## src/rtl/gate_pipe.sv

```systemverilog
// gate_pipe: reduces NUM_IN operand words through a selectable bitwise gate
// (AND / OR / XOR / NAND). The result travels through a DEPTH-stage valid/ready
// pipeline that collapses bubbles. A wrapping counter tracks delivered results.
//
// Ports:
//   clk, rst_n           clock, asynchronous active-low reset
//   in_valid / in_ready  upstream handshake (in_ready is combinational from out_ready)
//   in_op                00=AND 01=OR 10=XOR 11=NAND
//   in_data              operand k at bits [k*WIDTH +: WIDTH]
//   out_valid/out_ready  downstream handshake
//   out_data             result word (keeps its last value when out_valid=0)
//   out_cnt              results delivered, wraps at 2^CNT_W
//   out_par              (GATE_PIPE_PARITY_EN only) XOR of all out_data bits
//
// Optional feature macro: GATE_PIPE_PARITY_EN
module gate_pipe #(
    parameter int WIDTH  = 8,
    parameter int NUM_IN = 2,
    parameter int DEPTH  = 2,
    parameter int CNT_W  = 16
) (
    input  logic                    clk,
    input  logic                    rst_n,
    input  logic                    in_valid,
    output logic                    in_ready,
    input  logic [1:0]              in_op,
    input  logic [NUM_IN*WIDTH-1:0] in_data,
    output logic                    out_valid,
    input  logic                    out_ready,
`ifdef GATE_PIPE_PARITY_EN
    output logic                    out_par,
`endif
    output logic [WIDTH-1:0]        out_data,
    output logic [CNT_W-1:0]        out_cnt
);

    localparam logic [1:0] OP_AND  = 2'b00;
    localparam logic [1:0] OP_OR   = 2'b01;
    localparam logic [1:0] OP_XOR  = 2'b10;
    localparam logic [1:0] OP_NAND = 2'b11;

    logic [WIDTH-1:0] red_and, red_or, red_xor, gate_res;
    logic [DEPTH-1:0] v_q, v_d, adv;
    logic [WIDTH-1:0] d_q [DEPTH];
    logic [WIDTH-1:0] d_d [DEPTH];
    logic [CNT_W-1:0] cnt_q, cnt_d;
    // Holds in_ready low until the first clock edge after reset release.
    logic             alive_q, alive_d;
    logic             accept;

    always_comb begin
        red_and = in_data[WIDTH-1:0];
        red_or  = in_data[WIDTH-1:0];
        red_xor = in_data[WIDTH-1:0];
        for (int k = 1; k < NUM_IN; k++) begin
            red_and = red_and & in_data[k*WIDTH +: WIDTH];
            red_or  = red_or  | in_data[k*WIDTH +: WIDTH];
            red_xor = red_xor ^ in_data[k*WIDTH +: WIDTH];
        end
        case (in_op)
            OP_AND:  gate_res = red_and;
            OP_OR:   gate_res = red_or;
            OP_XOR:  gate_res = red_xor;
            OP_NAND: gate_res = ~red_and;
            default: gate_res = red_and;
        endcase
    end

    // Advance chain, evaluated from the output backwards so an empty stage
    // downstream lets its upstream neighbour move even when the output stalls.
    always_comb begin
        adv = '0;
        adv[DEPTH-1] = v_q[DEPTH-1] & out_ready;
        for (int i = DEPTH-2; i >= 0; i--) begin
            adv[i] = v_q[i] & (~v_q[i+1] | adv[i+1]);
        end
    end

    assign in_ready = alive_q & (~v_q[0] | adv[0]);
    assign accept   = in_valid & in_ready;
    assign alive_d  = 1'b1;

    always_comb begin
        v_d = v_q;
        d_d = d_q;
        if (accept) begin
            v_d[0] = 1'b1;
            d_d[0] = gate_res;
        end else if (adv[0]) begin
            v_d[0] = 1'b0;
        end
        for (int i = 1; i < DEPTH; i++) begin
            if (adv[i-1]) begin
                v_d[i] = 1'b1;
                d_d[i] = d_q[i-1];
            end else if (adv[i]) begin
                v_d[i] = 1'b0;
            end
        end
    end

    assign cnt_d = adv[DEPTH-1] ? cnt_q + CNT_W'(1) : cnt_q;

    always_ff @(posedge clk or negedge rst_n) begin
        if (!rst_n) begin
            v_q     <= '0;
            cnt_q   <= '0;
            alive_q <= 1'b0;
            for (int i = 0; i < DEPTH; i++) d_q[i] <= '0;
        end else begin
            v_q     <= v_d;
            cnt_q   <= cnt_d;
            alive_q <= alive_d;
            for (int i = 0; i < DEPTH; i++) d_q[i] <= d_d[i];
        end
    end

    assign out_valid = v_q[DEPTH-1];
    assign out_data  = d_q[DEPTH-1];
    assign out_cnt   = cnt_q;

`ifdef GATE_PIPE_PARITY_EN
    // Parity bit rides alongside each data stage with identical load rules.
    logic [DEPTH-1:0] p_q, p_d;

    always_comb begin
        p_d = p_q;
        if (accept) p_d[0] = ^gate_res;
        for (int i = 1; i < DEPTH; i++) begin
            if (adv[i-1]) p_d[i] = p_q[i-1];
        end
    end

    always_ff @(posedge clk or negedge rst_n) begin
        if (!rst_n) p_q <= '0;
        else        p_q <= p_d;
    end

    assign out_par = p_q[DEPTH-1];
`endif

endmodule

```

## config.mk

```make
export PLATFORM = sky130hd
export DESIGN_NAME = gate_pipe
export DESIGN_NICKNAME = d
export VERILOG_FILES = /design/src/rtl/gate_pipe.sv
export SDC_FILE = /design/constraint.sdc
export NUM_CORES = 1
export LEC_CHECK = 0
export CAP_MARGIN = 25
export CELL_PAD_IN_SITES_DETAIL_PLACEMENT = 0
export CELL_PAD_IN_SITES_GLOBAL_PLACEMENT = 1
export CORE_ASPECT_RATIO = 0.5
export CORE_MARGIN = 5
export CORE_UTILIZATION = 34
export CTS_CLUSTER_SIZE = 28
export DETAILED_ROUTE_END_ITERATION = 12
export GPL_TIMING_DRIVEN = 0
export PLACE_DENSITY = 0.74
export SYNTH_ARGS = -nofsm -noshare
export SYNTH_HDL_FRONTEND = slang
export SYNTH_SLANG_ARGS = --single-unit
```

## constraint.sdc

```tcl
create_clock -name clk -period 1.3 [get_ports clk]
set_input_delay 0.13 -clock clk [delete_from_list [all_inputs] [get_ports clk]]
set_output_delay 0.13 -clock clk [all_outputs]
set_load 0.01 [all_outputs]
```

# Yosys cells after proc, flatten, opt, wreduce, memory -nomap -nowiden

Index checks and enable logic that the tools add are counted.

$add $sub $neg: 1
Equality and inequality tests: 3
Bitwise logic cells: 12
Muxes and demuxes: 5
Reduce and logical (&&, ||, !) cells: 3

Operators by type and width:

| operator              | number |
|---|---|
| $pmux 8 s4            | 1 |
| $add 16x1->16 const B | 1 |
| $and 8x8->8           | 1 |
| $not 8->8             | 1 |
| $or 8x8->8            | 1 |
| $xor 8x8->8           | 1 |
| $and 1x1->1           | 4 |
| $eq 2x2->1 const B    | 2 |
| $mux 1                | 4 |
| $reduce_bool 2->1     | 2 |
| $eq 2x1->1 const B    | 1 |
| $logic_not 2->1       | 1 |
| $not 1->1             | 2 |
| $or 1x1->1            | 2 |

Bits in registers: 35
Word-level logic and storage cells: 30

# Longest topological paths before layout

Gate-level depths: netlist of the first run.

Word-level depth: 7
Mapped depth: 6
Gate-level depth less buffers: 6

# Worst setup path before layout of the first run

Ideal clock, no wire load.

Path type: flip-flop to flip-flop
From: register cnt_q[0] (netlist: out_cnt[0])
To: register cnt_q[12] (netlist: out_cnt[12])
Arrival time: 1.274 ns
Buffers on the path: 0
Required time: 1.221 ns
Setup slack: -0.053 ns
Stages on the path, launching flop included: 6
Setup time: 0.079 ns
Path through: dfrtp_1 ha_1 nand3_1 nor3_2 and4_1 xor2_1

Cells in the longest elaborated chain, start to end: 1

RTL lines:

| item                     | line | source |
|---|---|---|
| start: declaration       | 46   | `logic [CNT_W-1:0] cnt_q, cnt_d;` |
| start signal: assignment | 112  | `cnt_q <= cnt_d;` |
| $add 16x1->16            | 102  | `assign cnt_d = adv[DEPTH-1] ? cnt_q + CNT_W'(1) : cnt_q;` |

No other way between the ends.
A chain may end at the register's enable or synchronous reset.

# Worst setup path after layout of the first run

From: register cnt_q[1] (netlist: out_cnt[1])
To: register cnt_q[11] (netlist: out_cnt[11])

Same word-level chain as after synthesis.

==> results.yml, run 1 <==
cts:
  cts.path.max_buffers: 2
  root_buffer: "clkbuf_16"
  clk_pin_slew_ps: 50
  htreeDepth: 2
  clock_latency_ps: 280
  cts_tree: "yes"
  clock-sinks: 35
  numCtsBuffers: 5
pwr:
  total_power_mw: 3.83
  swShare_pct: 28.8
  power_frac_comb_pct: 30.6
  power_leakage_nw: 1.42
  seq_power_share_pct: 40.2
  peakVddDrop_v: 0.000835
  power_switching_mw: 1.10
  pwr-share-clk_pct: 29.2
  pwr_density_cell_nw_per_um2: 1360
  p_int_mw: 2.73
cells_and_area:
  diodes: 0
  area_delta_synth_final_pct: 43.8
  layout_common_cells: "dfrtp_1 (31), dlygate4sd2_1 (25), buf_4 (19)"
  drive_gt1_share_pct: 22.7
  nets: 307
  utilization_pct: 51.0
  final_common_cell: "dfrtp_1"
routing:
  vias_per_cell: 4.58
  dr.pass1.iters: 4
  drc: 0
  avgRoutedWirePerCell_um: 11.9
  finalWirelength_mm: 4.06
  via_count: 1565
  drtIter0Drc: 61
  ant_nets: 0
synthesis:
  synthXorXnorAreaFrac_pct: 6.24
  yosysSeqAreaShare_pct: 44.6
  ys.flop_type: "dfrtp_1"
  syn-cell-area_um2: 1960
  synth_top_area_cell: "dfrtp_1"
  synth-simple-area-share_pct: 15.0
  synth-compound-area-share_pct: 8.92
  synthMuxAreaShare_pct: 6.18
  synth-edff-count: 0
  synthCells: 200
  synth_top_family_by_area: "simple AND/OR/NAND/NOR gates"
  syn_avg_cell_area_um2: 9.82
  ys_top_cells_by_area: "dfrtp_1 (45%), ha_1 (11%), mux2_2 (5.2%)"
  synth_cell_type_count: 29
  yosys.area.top_type_share_pct: 44.6
  yosys_warnings: 0
  ys_seq_elements: 35
  synth-adder-area-share_pct: 10.8
  synth-async-reset-ratio_pct: 100
  syn_nets: 239
sta:
  hold_violations: 0
  relSlewSlack_pct: 49.2
  period_minus_slack_ps: 1360
  slew_viol_final: 0
  clock_skew_ps: 2.85
  whs_ps: 402
  setup_slack_ps: -62.5
  max_slew.worst_pin.slew_ps: 762
  rsz0062_at_grt: "yes"
  max_freq_mhz: 734
  min_period_over_period_pct: 105
  setup_violations: 3
  tns_ps: -159
placement:
  place.port_buffers: 45
  place.gp.congestion: 0.706
  hpwl_mm: 2.91
critical_path:
  worst-path-buf-inv: 1
  crit_fanout: 3
  worst-setup-path-type: "reg2reg"
  cp.arrival_ps: 1560
  max_stage_delay_ps: 420
  worstRegToRegCells: 5
  worst_setup_path_start_kind: "flop"
  crit_family: "simple AND/OR/NAND/NOR gates"
  worstSetupPathDepth: 5
  cp_cell_sequence: "buf_6, nand3_2, or3_4, nor2_4, xor2_1"
  cp-end-kind: "flop"
  worst_path_max_delay_cell: "or3_4"
  required_ps: 1490
global_route:
  grt.overflow.total: 0
  grt_pass1_wl_mm: 7.31
  grt_pass1_vias: 1574
  grt_max_degree: 36
  antenna_found_initial: 0
  grtUsageTotal_pct: 11.7
hold_path:
  hold_class: "in2reg"
  whs_path_depth: 4
outcome:
  status: "finished, violations left"
  failed_checks: "negative setup slack"
die:
  core-area_um2: 5540
  die_y_um: 63.8
  dieArea_um2: 7490
  boundaryPins: 48
  floorplan.initialDensity_pct: 35.5
  rows: 19
  die_w_um: 117
run:
  maxCapViolCount: 0
==> sequential cells by signal, indices dropped and copies added (netlist names) <==
signal and cells:
v_q 2, out_data 8, out_cnt 16, alive_q 1, d_q 8
==> repair_timing <==
action / in CTS / in global routing
buffers inserted: 10 / 4
gates cloned: 0 / 1
hold buffers: 1 / 0
pin swaps: 8 / 12
endpoints found under the setup margin: 42 / 27
gates resized for setup: 39 / 17
endpoints found under the hold margin: 35 / 0
==> kinds of logic after synthesis <==
logic type	count (synthesis)
xor+xnor	14
fa+ha+maj	17
mux	11
other cells	1
buf+inv	33
simple gates	58
flops	35
compound gates	31
==> area by class of cell <==
class	count	area (um^2)
multi-input combinational	132	977
fill	517	2710
sequential	35	881
clock buffer	5	125
clock inverter	3	15.0
timing repair buffer	61	561
buffer	15	108
tap	73	91.3
inverter	18	67.6
==> path summary, 6_finish.rpt <==
check                                         from                 endpoint  slack [ps]
max                         out_cnt[1]$_DFFE_PN0P_  out_cnt[11]$_DFFE_PN0P_         -60
min                                       in_op[0]       d_q[8]$_DFFE_PN0P_         400
max reg2reg                 out_cnt[1]$_DFFE_PN0P_  out_cnt[11]$_DFFE_PN0P_         -60
min reg2reg                out_cnt[15]$_DFFE_PN0P_  out_cnt[15]$_DFFE_PN0P_         460
max in group asynchronous                    rst_n   out_cnt[3]$_DFFE_PN0P_         300
min in group asynchronous                    rst_n  out_data[4]$_DFFE_PN0P_         470
==> synthesized netlist by cell type, drive strengths merged, types with 2 or more instances <==
cell type,number
a211oi,8
a21oi,14
and2,2
and4,2
buf,11
clkbuf,4
dfrtp,35
ha,17
inv,18
mux2,9
mux2i,2
nand2,16
nand2b,2
nand3,8
nand4,4
nor2,19
nor3,2
o21ai,9
or3,2
xnor2,8
xor2,6
==> metal layers <==
metal | up-vias | wire, um | global-route usage, %
met1 | 731 | 1840 | 14.7
met2 | 31 | 1930 | 19.3
li1 | 796 | - | -
met4 | 0 | 68 | 4.72
met3 | 7 | 209 | 3.08
met5 | - | 0 | 0
==> tightest hold or removal path, cell delays in order <==
cell,delay (ps)
buf_2,210
a211oi_1,100
a21oi_1,120
o21ai_1,80
==> metrics by stage <==
step	cells	area, um^2	setup slack (ps)
floorplan	200	1970	3.75
global placement	318	2510	-730
detailed placement	318	2500	-429
CTS	337	2750	-59.1
global route	342	2830	-125
finish	342	2830	-62.5
==> power by group through the flow <==
stage / clock network [mW] / registers, mW / logic (mW)
detailed placement: 0 / 1.54 / 1.07
CTS: 1.16 / 1.53 / 1.11
global placement: 0 / 1.53 / 1.06
finish: 1.12 / 1.54 / 1.17
global route: 1.20 / 1.58 / 1.30
floorplan: 0 / 1.54 / 0.533
Power figures use the tool's default switching activity.
==> run 2, diff against run 1 <==
Clock period 1.3 ns to 1.15 ns, I/O delays scaled along.
==> results.yml, run 2 (same netlist as run 1, synthesis figures left out) <==
cells_and_area:
  drive_gt1_share_pct: 32.4
  nFillCells: 500
  diodes: 0
  layout_common_cells: "dfrtp_1 (29), buf_4 (25), inv_1 (18)"
  final_common_cell: "dfrtp_1"
  largest_reg_flops: 16
  multi_input_area_um2: 1040
  regArea_um2: 883
  fin_area_um2: 2920
  area_delta_synth_final_pct: 48.6
  nets: 310
routing:
  via_count: 1595
  finalWirelength_mm: 4.27
  dr.pass1.iters: 4
  ant_nets: 0
  drc: 0
  drtIter0Drc: 71
  avgRoutedWirePerCell_um: 12.4
  vias_per_cell: 4.62
run:
  maxCapViolCount: 0
die:
  rows: 19
  die_y_um: 63.8
  core-area_um2: 5540
  die_w_um: 117
  dieArea_um2: 7490
  boundaryPins: 48
  floorplan.initialDensity_pct: 35.5
global_route:
  gr-usage-met2_pct: 19.0
  grt_util_met3_pct: 3.00
  grt.overflow.total: 0
  grt_pass1_vias: 1558
  grtUsageTotal_pct: 11.2
  grt_pass1_wl_mm: 6.98
  top_usage_layer: "met2"
  grt_use_met1_pct: 13.7
  antenna_found_initial: 0
  grt_max_degree: 36
sta:
  slew_viol_final: 0
  min_period_over_period_pct: 121
  period_minus_slack_ps: 1390
  setup_violations: 25
  clock_skew_ps: 3.63
  max_freq_mhz: 721
  hold_violations: 0
  rsz0062_at_grt: "yes"
  whs_ps: 376
  setup_slack_ps: -237
pwr:
  power_switching_mw: 1.27
  seq_power_share_pct: 39.0
  power_leakage_nw: 1.50
  peakVddDrop_v: 0.00107
  power_frac_comb_pct: 29.9
  swShare_pct: 28.3
  p_int_mw: 3.21
  total_power_mw: 4.48
  pwr_density_cell_nw_per_um2: 1540
  pwr-share-clk_pct: 31.1
critical_path:
  r2r_start: "out_cnt[7]$_DFFE_PN0P_"
  r2r-end: "out_cnt[11]$_DFFE_PN0P_"
  cp-end-kind: "flop"
  required_ps: 1350
  reg2reg_slack_ps: -240
  worstRegToRegCells: 4
  cp-startpoint: "out_cnt[7]$_DFFE_PN0P_"
  crit_fanout: 4
  worst_setup_path_start_kind: "flop"
  cp.arrival_ps: 1590
  worst-setup-path-type: "reg2reg"
cts:
  clk_pin_slew_ps: 50
  clock_latency_ps: 280
  cts_tree: "yes"
  numCtsBuffers: 5
  clock-sinks: 35
  cts.path.max_buffers: 2
  root_buffer: "clkbuf_16"
  htreeDepth: 2
placement:
  dpl_cell_area_um2: 2530
  dp_slack_ps: -444
  place.gp.congestion: 0.723
  hpwl_mm: 2.96
  place.port_buffers: 45
outcome:
  status: "finished, violations left"
  failed_checks: "negative setup slack"
hold_path:
  hold_class: "in2async"
==> run 2: changes by cell type in the layout (fill, tap and decap cells not counted), sizes merged <==
| cell | previous run | this run |
|---|---|---|
| buf | 27 | 34 |
| clkdlybuf4s15 | 0 | 9 |
| dlygate4sd2 | 25 | 10 |
| clkdlybuf4s50 | 18 | 10 |
| clkbuf | 10 | 15 |
| clkinv | 3 | 0 |
| dlymetal6s2s | 0 | 8 |
==> run 2: how the worst max path moves through the flow <==
| stage | end | slack [ps] | cells past startpoint |
|---|---|---|---|
| floorplan | out_cnt[11]$_DFFE_PN0P_ | -140 | 4 |
| global placement | out_cnt[3]$_DFFE_PN0P_ | -900 | 1 |
| detailed placement | in_ready | -440 | 4 |
| CTS | out_cnt[11]$_DFFE_PN0P_ | -210 | 4 |
| global route | out_cnt[11]$_DFFE_PN0P_ | -280 | 4 |
| finish | out_cnt[11]$_DFFE_PN0P_ | -240 | 4 |
==> run 2: critical path: stages, from the launching register on <==
cell	delay, ps
dfrtp_1	410
nand4_1	180
or3_4	470
nor2_2	110
xor2_1	140
==> run 2: stage by stage <==
| step | instances | TNS, ps | utilization, % |
|---|---|---|---|
| 5_1_grt | 345 | -3190 | 52.7 |
| 3_3_place_gp | 318 | -36920 | 45.9 |
| 6_report | 345 | -1640 | 52.7 |
| 2_1_floorplan | 200 | -581 | - |
| 4_1_cts | 337 | -1800 | 50.2 |
| 3_5_place_dp | 318 | -9520 | 45.8 |
==> run 2: cell type report <==
type	instances	area share (%)
Buffer	14	3.30
Clock buffer	8	5.36
Inverter	18	2.31
Multi-Input combinational cell	132	35.6
Sequential cell	35	30.3
Tap cell	73	3.13
Timing Repair Buffer	65	20.0
==> run 2: what timing repair did <==
| action | CTS | global route |
|---|---|---|
| pin swaps | 10 | 29 |
| cloned | 1 | 0 |
| resized for setup | 56 | 45 |
| endpoints found under the hold margin | 35 | 0 |
| setup buffers | 10 | 9 |
| hold buffers | 1 | 0 |
| setup endpoints to repair | 53 | 72 |
==> run 2: power groups by stage <==
stage	combinational (mW)	clock [mW]	sequential [mW]
6_report	1.34	1.39	1.75
5_1_grt	1.48	1.48	1.78
4_1_cts	1.26	1.42	1.73
3_5_place_dp	1.24	0	1.76
3_3_place_gp	1.22	0	1.75
2_1_floorplan	0.627	0	1.76
==> run 2: routing by layer <==
| layer | wire length, um | vias up |
|---|---|---|
| met2 | 2080 | 32 |
| met1 | 1940 | 753 |
| li1 | - | 803 |
| met5 | 0 | - |
| met4 | 60 | 0 |
| met3 | 194 | 7 |
